## src/rtl/alu_share_pkg.sv

```systemverilog
// Shared op-code and sequencer state definitions for the shared ALU arbiter.
package alu_share_pkg;

  localparam logic [1:0] OP_ADD  = 2'b00;
  localparam logic [1:0] OP_OR   = 2'b01;
  localparam logic [1:0] OP_SUB  = 2'b10;
  localparam logic [1:0] OP_ADD2 = 2'b11;

  typedef enum logic [1:0] {
    IDLE = 2'd0,
    EXEC = 2'd1,
    RESP = 2'd2
  } state_t;

endpackage

```

## src/rtl/alu_core.sv

```systemverilog
// Combinational DW-bit ALU producing a DW+1-bit result from zero-extended operands.
module alu_core
  import alu_share_pkg::*;
#(
  parameter int DW = 4
) (
  input  logic [1:0]    code,
  input  logic [DW-1:0] a,
  input  logic [DW-1:0] b,
  output logic [DW:0]   y
);

  logic [DW:0] ax;
  logic [DW:0] bx;

  assign ax = {1'b0, a};
  assign bx = {1'b0, b};

  always_comb begin
    y = '0;
    case (code)
      OP_ADD:  y = ax + bx;
      OP_OR:   y = ax | bx;
      OP_SUB:  y = ax - bx;
      OP_ADD2: y = ax + bx;
      default: y = '0;
    endcase
  end

endmodule

```

## src/rtl/alu_share_arbiter.sv

```systemverilog
// Round-robin share of one ALU between two requesters; grant, compute, respond.
//   state | meaning
//   IDLE  | waiting for a request; winner's operands latched on leaving
//   EXEC  | grant pulse to winner; ALU result registered into res
//   RESP  | valid strobe to winner; res stable
module alu_share_arbiter
  import alu_share_pkg::*;
#(
  parameter int DW = 4
) (
  input  logic          clk,
  input  logic          rst_n,
  input  logic          req0,
  input  logic          req1,
  input  logic [1:0]    code0,
  input  logic [1:0]    code1,
  input  logic [DW-1:0] a0,
  input  logic [DW-1:0] b0,
  input  logic [DW-1:0] a1,
  input  logic [DW-1:0] b1,
  output logic          gnt0,
  output logic          gnt1,
  output logic          vld0,
  output logic          vld1,
  output logic [DW:0]   res,
  output logic          busy
);

  state_t        state;
  state_t        state_nx;
  logic          win;
  logic          last;
  logic          pick1;
  logic [1:0]    code_q;
  logic [DW-1:0] a_q;
  logic [DW-1:0] b_q;
  logic [DW:0]   alu_y;

  // requester 1 wins when alone, or on a tie when requester 0 was served last
  assign pick1 = req1 & (~req0 | ~last);

  always_ff @(posedge clk or negedge rst_n) begin
    if (!rst_n) state <= IDLE;
    else        state <= state_nx;
  end

  always_comb begin
    state_nx = state;
    case (state)
      IDLE:    if (req0 || req1) state_nx = EXEC;
      EXEC:    state_nx = RESP;
      RESP:    state_nx = IDLE;
      default: state_nx = IDLE;
    endcase
  end

  always_ff @(posedge clk or negedge rst_n) begin
    if (!rst_n) begin
      win    <= 1'b0;
      last   <= 1'b1;
      code_q <= '0;
      a_q    <= '0;
      b_q    <= '0;
      res    <= '0;
    end else begin
      if (state == IDLE && (req0 || req1)) begin
        win    <= pick1;
        code_q <= pick1 ? code1 : code0;
        a_q    <= pick1 ? a1 : a0;
        b_q    <= pick1 ? b1 : b0;
      end
      if (state == EXEC) begin
        res  <= alu_y;
        last <= win;
      end
    end
  end

  alu_core #(.DW(DW)) u_alu (
    .code (code_q),
    .a    (a_q),
    .b    (b_q),
    .y    (alu_y)
  );

  assign gnt0 = (state == EXEC) && !win;
  assign gnt1 = (state == EXEC) &&  win;
  assign vld0 = (state == RESP) && !win;
  assign vld1 = (state == RESP) &&  win;
  assign busy = (state == EXEC) || (state == RESP);

endmodule

```

## config.mk

```make
export PLATFORM = sky130hd
export DESIGN_NAME = alu_share_arbiter
export DESIGN_NICKNAME = d
export VERILOG_FILES = /design/src/rtl/alu_share_pkg.sv /design/src/rtl/alu_core.sv /design/src/rtl/alu_share_arbiter.sv
export SDC_FILE = /design/constraint.sdc
export NUM_CORES = 1
export LEC_CHECK = 0
export BUFFER_PORTS_ARGS = -buffer_cell sky130_fd_sc_hd__buf_2
export CELL_PAD_IN_SITES_DETAIL_PLACEMENT = 0
export CELL_PAD_IN_SITES_GLOBAL_PLACEMENT = 1
export CORE_UTILIZATION = 39
export DETAILED_ROUTE_END_ITERATION = 8
export GPL_TIMING_DRIVEN = 0
export PLACE_DENSITY_LB_ADDON = 0.15
export RECOVER_POWER = 25
export SYNTH_ARGS = -nofsm -noshare
export SYNTH_HDL_FRONTEND = slang
export SYNTH_SLANG_ARGS = --single-unit
```

## constraint.sdc

```tcl
create_clock -name clk -period 2.96 [get_ports clk]
set_clock_uncertainty 0.15 [all_clocks]
set_input_delay 0.148 -clock clk [delete_from_list [all_inputs] [get_ports clk]]
set_output_delay 0.148 -clock clk [all_outputs]
set_load 0.05 [all_outputs]
```

==> impl_metrics.csv, run 1 <==
group,metric,value,unit
cts,clockRootBuffer,"clkbuf_4",
critical_path,crit_fanout,5,
drt,vias,1029,
drt,via_per_inst,4.61,
power,power_density,1110,nW/um^2
drt,postRouteAntennaNets,0,
final_layout,fin_util,55.7,%
floorplan,fp-row-count,20,
final_layout,syn_to_final_growth,37.2,%
final_layout,drive_above_1_share,26.3,%
hold_path,holdCritPathClass,"in2reg",
final_layout,layout_common_cells,"buf_2 (33), dlygate4sd3_1 (21), dfrtp_1 (18)",
outcome,status,"complete, no violations",
timing,clock.fmax,0.419,GHz
drt,wl_per_cell,11.3,um
global_route,grt-ovfl-total,0,
cts,post-cts-setup-buffers,0,
timing,rsz0062_at_grt,"false",
global_route,grt_pass1_wl,4400,um
yosys,syn_area,1230,um^2
yosys,syn_avg_cell_area,10.2,um^2
critical_path,critPathCaptureType,"flip-flop",
power,total_leakage_power,0.850,nW
timing,tightestPinTransition,1030,ps
floorplan,die_w,58.1,um
timing,final_max_slew_viol_count,0,
global_route,track_usage,17.3,%
yosys,synth-seq-area-share,38.8,%
cts,tritoncts,"done",
global_route,busiest_layer,"met2",
cts,cts.clk_slew.worst_paths,110,ps
timing,layout_setup_ws,576,ps
global_route,met1_usage,21.1,%
yosys,yosysWarnings,0,
final_layout,final_common_cell,"buf_2",
critical_path,required,3000,ps
floorplan,initial_core_util,40.6,%
final_layout,diodes,0,
global_route,antenna_found_initial,0,
cts,clock_path_buffers,2,
cts,cts_buffers,3,
placed_design,port_buffers,33,
yosys,syn_nets,158,
cts,cts_max_level,1,
drt,dr.first_iter.drc_count,29,
yosys,syn_inst,121,
yosys,ys_types,35,
global_route,grt_max_degree,20,
yosys,ys_ff_latch,19,
timing,finalCriticalPeriod,2380,ps
timing,tns,0,ps
final_layout,final_nets,217,
timing,maxSlewHeadroom,31.1,%
global_route,met3_usage,4.02,%
placed_design,place_ws,594,ps
global_route,first_global_vias,1013,
drt,post-route-drc-count,0,
timing,setup_viol,0,
critical_path,crit_arrival,2430,ps
drt,wirelength,2510,um
placed_design,dp_hpwl,1770,um
floorplan,core_area,3030,um^2
cts,cts_resized,0,
job,maxCapViolCount,0,
critical_path,worstSetupStartpointType,"flip-flop",
critical_path,critPathKind,"reg2reg",
floorplan,dieHeight,58.1,um
timing,fin_crit_sh,80.5,%
placed_design,place_congestion,0.808,
yosys,synth-main-ff-cell,"dfrtp_1",
yosys,synth-edff-count,0,
global_route,gr-usage-met2,30.2,%
timing,report.final.hold_viol_count,0,
cts,hold_buffers,21,
yosys,synthArstFlopShare,100,%
cts,numClockSinks,19,
floorplan,io_pins,34,
cts,insertion_delay,300,ps
drt,dr.pass1.iters,4,
floorplan,dieArea,3380,um^2
power,max-vdd-ir-drop,0.000460,V
## logic make-up (layout without fill, tap and decap cells)
| family | after synthesis | after routing | synth area share, % |
|---|---|---|---|
| simple gates | 30 | 30 | 12.0 |
| compound gates | 27 | 27 | 14.6 |
| flops | 19 | 19 | 38.8 |
| buf+inv | 15 | 73 | 6.92 |
| mux | 14 | 14 | 11.7 |
| fa+ha+maj | 13 | 13 | 13.8 |
| xor+xnor | 3 | 3 | 2.14 |
## worst paths after layout
check                                from        to  slack, ps  depth (start not counted)
worst min register to register     res[4]    res[4]        340                          2
worst max register to register  code_q[0]    res[3]        580                          7
worst max-delay path            code_q[0]    res[3]        580                          7
min in group asynchronous           rst_n    res[1]        380                          2
worst min-delay path                 req1  state[0]         20                          3
max in group asynchronous           rst_n    b_q[3]       1660                          2
## synthesized netlist by cell type, drive strengths merged, types with 2 or more instances
master / n / area [um^2]
ha: 12 / 150
o21ai: 13 / 65.1
nand3: 3 / 15.0
mux2: 3 / 33.8
a21boi: 2 / 26.3
nand2: 12 / 45.0
inv: 10 / 37.5
mux2i: 11 / 110
dfrtp: 18 / 450
and2: 2 / 12.5
xor2: 3 / 26.3
nor2: 7 / 26.3
buf: 4 / 42.5
a21oi: 4 / 20.0
## critical path: stages (launching register included)
cell,delay [ps]
dfrtp_1,410
ha_1,380
nor2_1,160
xor2_1,200
ha_1,280
a21oi_1,190
a2111oi_0,110
or3b_1,380
## sequential cells by signal (all words and copies together) (netlist names)
name,flops
a_q,4
win,1
state,2
code_q,2
last,1
b_q,4
res,5
## final cells by class
cell class	instances	area, um^2
clock buffer	3	22.5
sequential	19	477
inverter	10	37.5
buffer	5	47.5
clock inverter	1	5.00
timing repair buffer	54	374
tap	44	55.1
fill	292	1340
multi-input combinational	87	667
## routing by layer
metal,share of wire [%],vias up
met5,0,-
met4,1.2,0
met3,3.6,5
met2,48,27
met1,47,459
li1,-,538
## where the power goes
group / leakage [nW] / total [mW] / internal, mW / switching [mW]
logic: 0.603 / 1.22 / 0.500 / 0.718
clock network: 0.0177 / 0.137 / 0.0505 / 0.0861
registers: 0.230 / 0.510 / 0.395 / 0.115
## metrics by stage
step | instance area [um^2] | hold slack (ps) | instances | power [mW]
3_3_place_gp | 1450 | -37.0 | 198 | 1.68
4_1_cts | 1690 | 21.7 | 223 | 1.88
6_report | 1690 | 22.0 | 223 | 1.86
2_1_floorplan | 1230 | -298 | 121 | 1.45
5_1_grt | 1690 | 46.9 | 223 | 2.06
3_5_place_dp | 1450 | -37.2 | 198 | 1.70
Note: power is estimated with default switching activity, not from simulation.
==> inputs of run 2 (changes only) <==
clock period = 2.2 ns   (was 2.96 ns; I/O delays follow)
==> impl_metrics.csv, run 2 (synthesis gave the netlist of run 1 again) <==
group,metric,value,unit
floorplan,die_w,58.1,um
timing,tns,-11.4,ps
timing,clock.fmax,0.452,GHz
global_route,grt-ovfl-total,0,
placed_design,place_congestion,0.808,
final_layout,layout_common_cells,"buf_2 (33), dlygate4sd3_1 (22), dfrtp_1 (18)",
critical_path,crit_arrival,2260,ps
outcome,status,"complete, but fails checks",
critical_path,required,2250,ps
job,maxCapViolCount,0,
critical_path,critPathCaptureType,"flip-flop",
final_layout,drive_above_1_share,36.0,%
critical_path,r2r-start,"code_q[0]",
final_layout,multi_input_area,769,um^2
drt,vias,1061,
final_layout,final_common_cell,"buf_2",
global_route,grt_max_degree,20,
power,max-vdd-ir-drop,0.000678,V
drt,dr.pass1.iters,4,
drt,via_per_inst,4.61,
final_layout,n_fill_cell,281,
outcome,failed_checks,"setup timing",
power,power_density,1660,nW/um^2
floorplan,dieHeight,58.1,um
hold_path,hp-start,"req0",
timing,fin_crit_sh,101,%
final_layout,regArea,477,um^2
drt,post-route-drc-count,0,
timing,tightestPinTransition,1050,ps
floorplan,core_area,3030,um^2
timing,report.final.hold_viol_count,0,
global_route,antenna_found_initial,0,
critical_path,r2r_cells,6,
timing,setup_viol,1,
drt,postRouteAntennaNets,0,
floorplan,dieArea,3380,um^2
timing,maxSlewHeadroom,30.1,%
global_route,track_usage,18.2,%
final_layout,final_nets,224,
placed_design,postPlaceCellArea,1450,um^2
final_layout,top_register,"res",
critical_path,reg2reg_slack,-10,ps
placed_design,place_ws,-166,ps
cts,tritoncts,"done",
final_layout,final_area,1840,um^2
global_route,grt_pass1_wl,4620,um
drt,wl_per_cell,12.1,um
floorplan,io_pins,34,
drt,wirelength,2790,um
hold_path,hold_end,"state[0]",
cts,cts_buffers,3,
critical_path,worstSetupStartpointType,"flip-flop",
timing,rsz0062_at_grt,"true",
critical_path,critPathKind,"reg2reg",
critical_path,rr_endpoint,"res[3]",
timing,finalCriticalPeriod,2210,ps
floorplan,initial_core_util,40.6,%
placed_design,dp_hpwl,1770,um
cts,clockRootBuffer,"clkbuf_4",
floorplan,fp-row-count,20,
timing,final_max_slew_viol_count,0,
placed_design,port_buffers,33,
cts,cts.clk_slew.worst_paths,120,ps
power,total_leakage_power,0.894,nW
hold_path,min_path_cells,3,
cts,numClockSinks,19,
global_route,first_global_vias,1037,
final_layout,diodes,0,
drt,dr.first_iter.drc_count,24,
final_layout,top_regs,"res: 5 flops, a_q: 4 flops, b_q: 4 flops",
cts,cts_max_level,1,
cts,clock_path_buffers,2,
cts,insertion_delay,310,ps
final_layout,largest_register_ffs,5,
timing,layout_setup_ws,-11.4,ps
timing,hold-worst-slack,9.68,ps
final_layout,syn_to_final_growth,50.0,%
critical_path,crit_fanout,4,
hold_path,holdCritPathClass,"in2reg",
==> run 2: worst max path at each step <==
| stage | endpoint | cells past startpoint | start | slack (ps) |
|---|---|---|---|---|
| floorplan | res[3] | 7 | code_q[0] | 1 |
| global placement | res[3] | 7 | code_q[0] | -150 |
| detailed placement | res[3] | 7 | code_q[0] | -170 |
| CTS | res[3] | 9 | code_q[1] | 8 |
| global route | res[3] | 7 | code_q[0] | -60 |
| finish | res[3] | 6 | code_q[0] | -10 |
==> run 2: what timing repair did <==
action,in CTS,in global routing
endpoints found under the setup margin,4,4
hold buffers,22,0
pin swaps,3,6
resized for setup,6,12
buffers inserted,3,3
hold endpoints to repair,30,0
==> run 2: per-layer routing <==
| metal | GRT usage (%) | vias to the layer above | part of all wire (%) |
|---|---|---|---|
| met5 | 0 | - | 0 |
| met4 | 7.14 | 0 | 1.2 |
| met3 | 4.02 | 4 | 3.3 |
| met2 | 30.9 | 25 | 50 |
| met1 | 22.4 | 481 | 45 |
| li1 | - | 551 | - |
==> run 2: cell type report <==
cell class / count / share of cell area [%]
multi-input combinational: 87 / 41.8
sequential: 19 / 25.9
timing repair buffer: 61 / 23.3
tap: 44 / 2.99
buffer: 5 / 2.58
inverter: 10 / 2.04
clock buffer: 3 / 1.22
clock inverter: 1 / 0.272
==> run 2: worst max-delay path, stage by stage (launching register included) <==
cell       delay (ps)
dfrtp_1           440
ha_4              330
mux2_4            320
ha_1              300
nand3_2           110
a2111oi_2          70
or3b_1            380
==> run 2: per-stage QoR <==
stage | utilization [%] | std cells | power [mW]
after detailed placement | 47.9 | 198 | 2.29
after global routing | 60.9 | 230 | 3.31
after floorplan | - | 121 | 1.96
after CTS | 57.6 | 227 | 2.72
after global placement | 47.9 | 198 | 2.27
final | 60.9 | 230 | 3.05
==> run 2: where the power goes <==
| group | total (mW) | switching (mW) | internal [mW] |
|---|---|---|---|
| Sequential | 0.718 | 0.187 | 0.531 |
| Combinational | 2.15 | 1.16 | 0.990 |
| Clock | 0.188 | 0.120 | 0.0681 |
| Total | 3.05 | 1.47 | 1.59 |
==> inputs of run 3 (changes only) <==
SKIP_CTS_REPAIR_TIMING = 1   (was default)
==> impl_metrics.csv, run 3 (synthesis gave the netlist of run 1 again) <==
group,metric,value,unit
outcome,status,"complete, but fails checks",
outcome,failed_checks,"hold timing",
drt,vias,1048,
critical_path,crit_arrival,2220,ps
critical_path,path_cells,"ha_4 -> nor2_2 -> xor2_1 -> ha_1 -> and3b_1 -> nand3_1 -> or3b_1",
cts,cts_buffers,3,
cts,numClockSinks,19,
final_layout,n_fill_cell,287,
critical_path,worstSetupStartpoint,"code_q[0]",
power,power_density,1630,nW/um^2
timing,clock.fmax,0.460,GHz
critical_path,crit_end,"res[3]",
critical_path,cp_num_cells,7,
power,total_leakage_power,0.872,nW
critical_path,critPathKind,"reg2reg",
drt,wl_per_cell,12.0,um
placed_design,port_buffers,33,
floorplan,initial_core_util,40.6,%
global_route,grt_pass1_wl,3950,um
timing,final_max_slew_viol_count,0,
critical_path,critPathCaptureType,"flip-flop",
critical_path,required,2240,ps
critical_path,crit_family,"adder cells",
floorplan,fp-row-count,20,
drt,dr.first_iter.drc_count,32,
final_layout,diodes,0,
timing,finalCriticalPeriod,2170,ps
critical_path,rr_endpoint,"res[3]",
final_layout,multi_input_area,731,um^2
placed_design,place_inst,198,
timing,maxSlewHeadroom,30.5,%
cts,cts_max_level,1,
timing,tightestPinTransition,1040,ps
drt,postRouteAntennaNets,0,
global_route,track_usage,15.5,%
timing,report.final.hold_viol_count,3,
drt,dr.pass1.iters,4,
critical_path,crit_slowest_cell,"dfrtp_1",
timing,rsz0062_at_grt,"true",
power,max-vdd-ir-drop,0.000650,V
critical_path,r2r_cells,7,
timing,fin_crit_sh,98.8,%
final_layout,top_register,"res",
cts,clock_path_buffers,2,
critical_path,crit_fanout,4,
drt,wirelength,2690,um
cts,insertion_delay,300,ps
final_layout,drive_above_1_share,34.8,%
floorplan,core_area,3030,um^2
timing,setup_viol,0,
cts,cts.clk_slew.worst_paths,110,ps
global_route,antenna_found_initial,0,
cts,tritoncts,"done",
global_route,grt_max_degree,20,
drt,via_per_inst,4.66,
critical_path,max_stage_delay,440,ps
floorplan,dieHeight,58.1,um
critical_path,worstSetupStartpointType,"flip-flop",
global_route,first_global_vias,874,
final_layout,largest_register_ffs,5,
placed_design,place_congestion,0.808,
final_layout,syn_to_final_growth,43.0,%
floorplan,io_pins,34,
critical_path,path_buf_inv,0,
final_layout,fin_cells,225,
drt,post-route-drc-count,0,
critical_path,r2r-start,"code_q[0]",
critical_path,reg2reg_slack,30,ps
final_layout,layout_common_cells,"buf_2 (33), dfrtp_1 (18), dlygate4sd3_1 (18)",
final_layout,top_regs,"res: 5 flops, a_q: 4 flops, b_q: 4 flops",
cts,clockRootBuffer,"clkbuf_4",
hold_path,min_path_cells,3,
final_layout,final_common_cell,"buf_2",
floorplan,dieArea,3380,um^2
final_layout,final_nets,219,
placed_design,dp_hpwl,1770,um
job,maxCapViolCount,0,
floorplan,die_w,58.1,um
timing,hold-worst-slack,-48.7,ps
final_layout,regArea,477,um^2
hold_path,holdCritPathClass,"in2reg",
global_route,grt-ovfl-total,0,
## run 3: report_power, final
group / switching, mW / total [mW] / internal [mW]
Clock: 0.115 / 0.183 / 0.0679
Sequential: 0.169 / 0.700 / 0.531
Combinational: 1.10 / 1.98 / 0.878
Total: 1.39 / 2.87 / 1.48
## run 3: worst min path at each step
stage | startpoint | to | slack (ps)
floorplan | rst_n | a_q[0] | -340
global placement | rst_n | res[0] | -80
detailed placement | rst_n | res[1] | -80
CTS | rst_n | res[1] | -420
global route | a1[1] | a_q[1] | 0.04
finish | b0[0] | b_q[0] | -50
## run 3: area by class of cell
cell class              instances  share of cell area [%]
multi-input cells              87                    41.6
clock buffers                   3                    1.28
inverters                      10                    2.14
flip-flops and latches         19                    27.1
well taps                      44                    3.13
plain buffers                   5                    2.71
clock inverters                 1                   0.285
repair buffers                 56                    21.7
## run 3: routing by layer
layer,GRT usage (%),vias to the layer above,share of wire (%)
met5,0,-,0
li1,-,541,-
met4,5.10,0,1.0
met2,24.5,25,49
met1,20.7,478,46
met3,4.02,4,3.6
## run 3: stage by stage
step / power, mW / cell area (um^2) / utilization (%) / setup slack (ps) / TNS [ps]
detailed placement: 2.29 / 1450 / 47.9 / -166 / -428
global placement: 2.27 / 1450 / 47.9 / -151 / -444
floorplan: 1.96 / 1230 / - / 1.10 / 0
finish: 2.87 / 1760 / 58.0 / 26.0 / 0
CTS: 2.48 / 1480 / 48.8 / -189 / -578
global route: 3.13 / 1760 / 58.0 / -56.3 / -146
## run 3: worst min-delay path, cell delays in order
cell     delay [ps]
buf_2            70
mux2i_1          60
o21ai_0         130
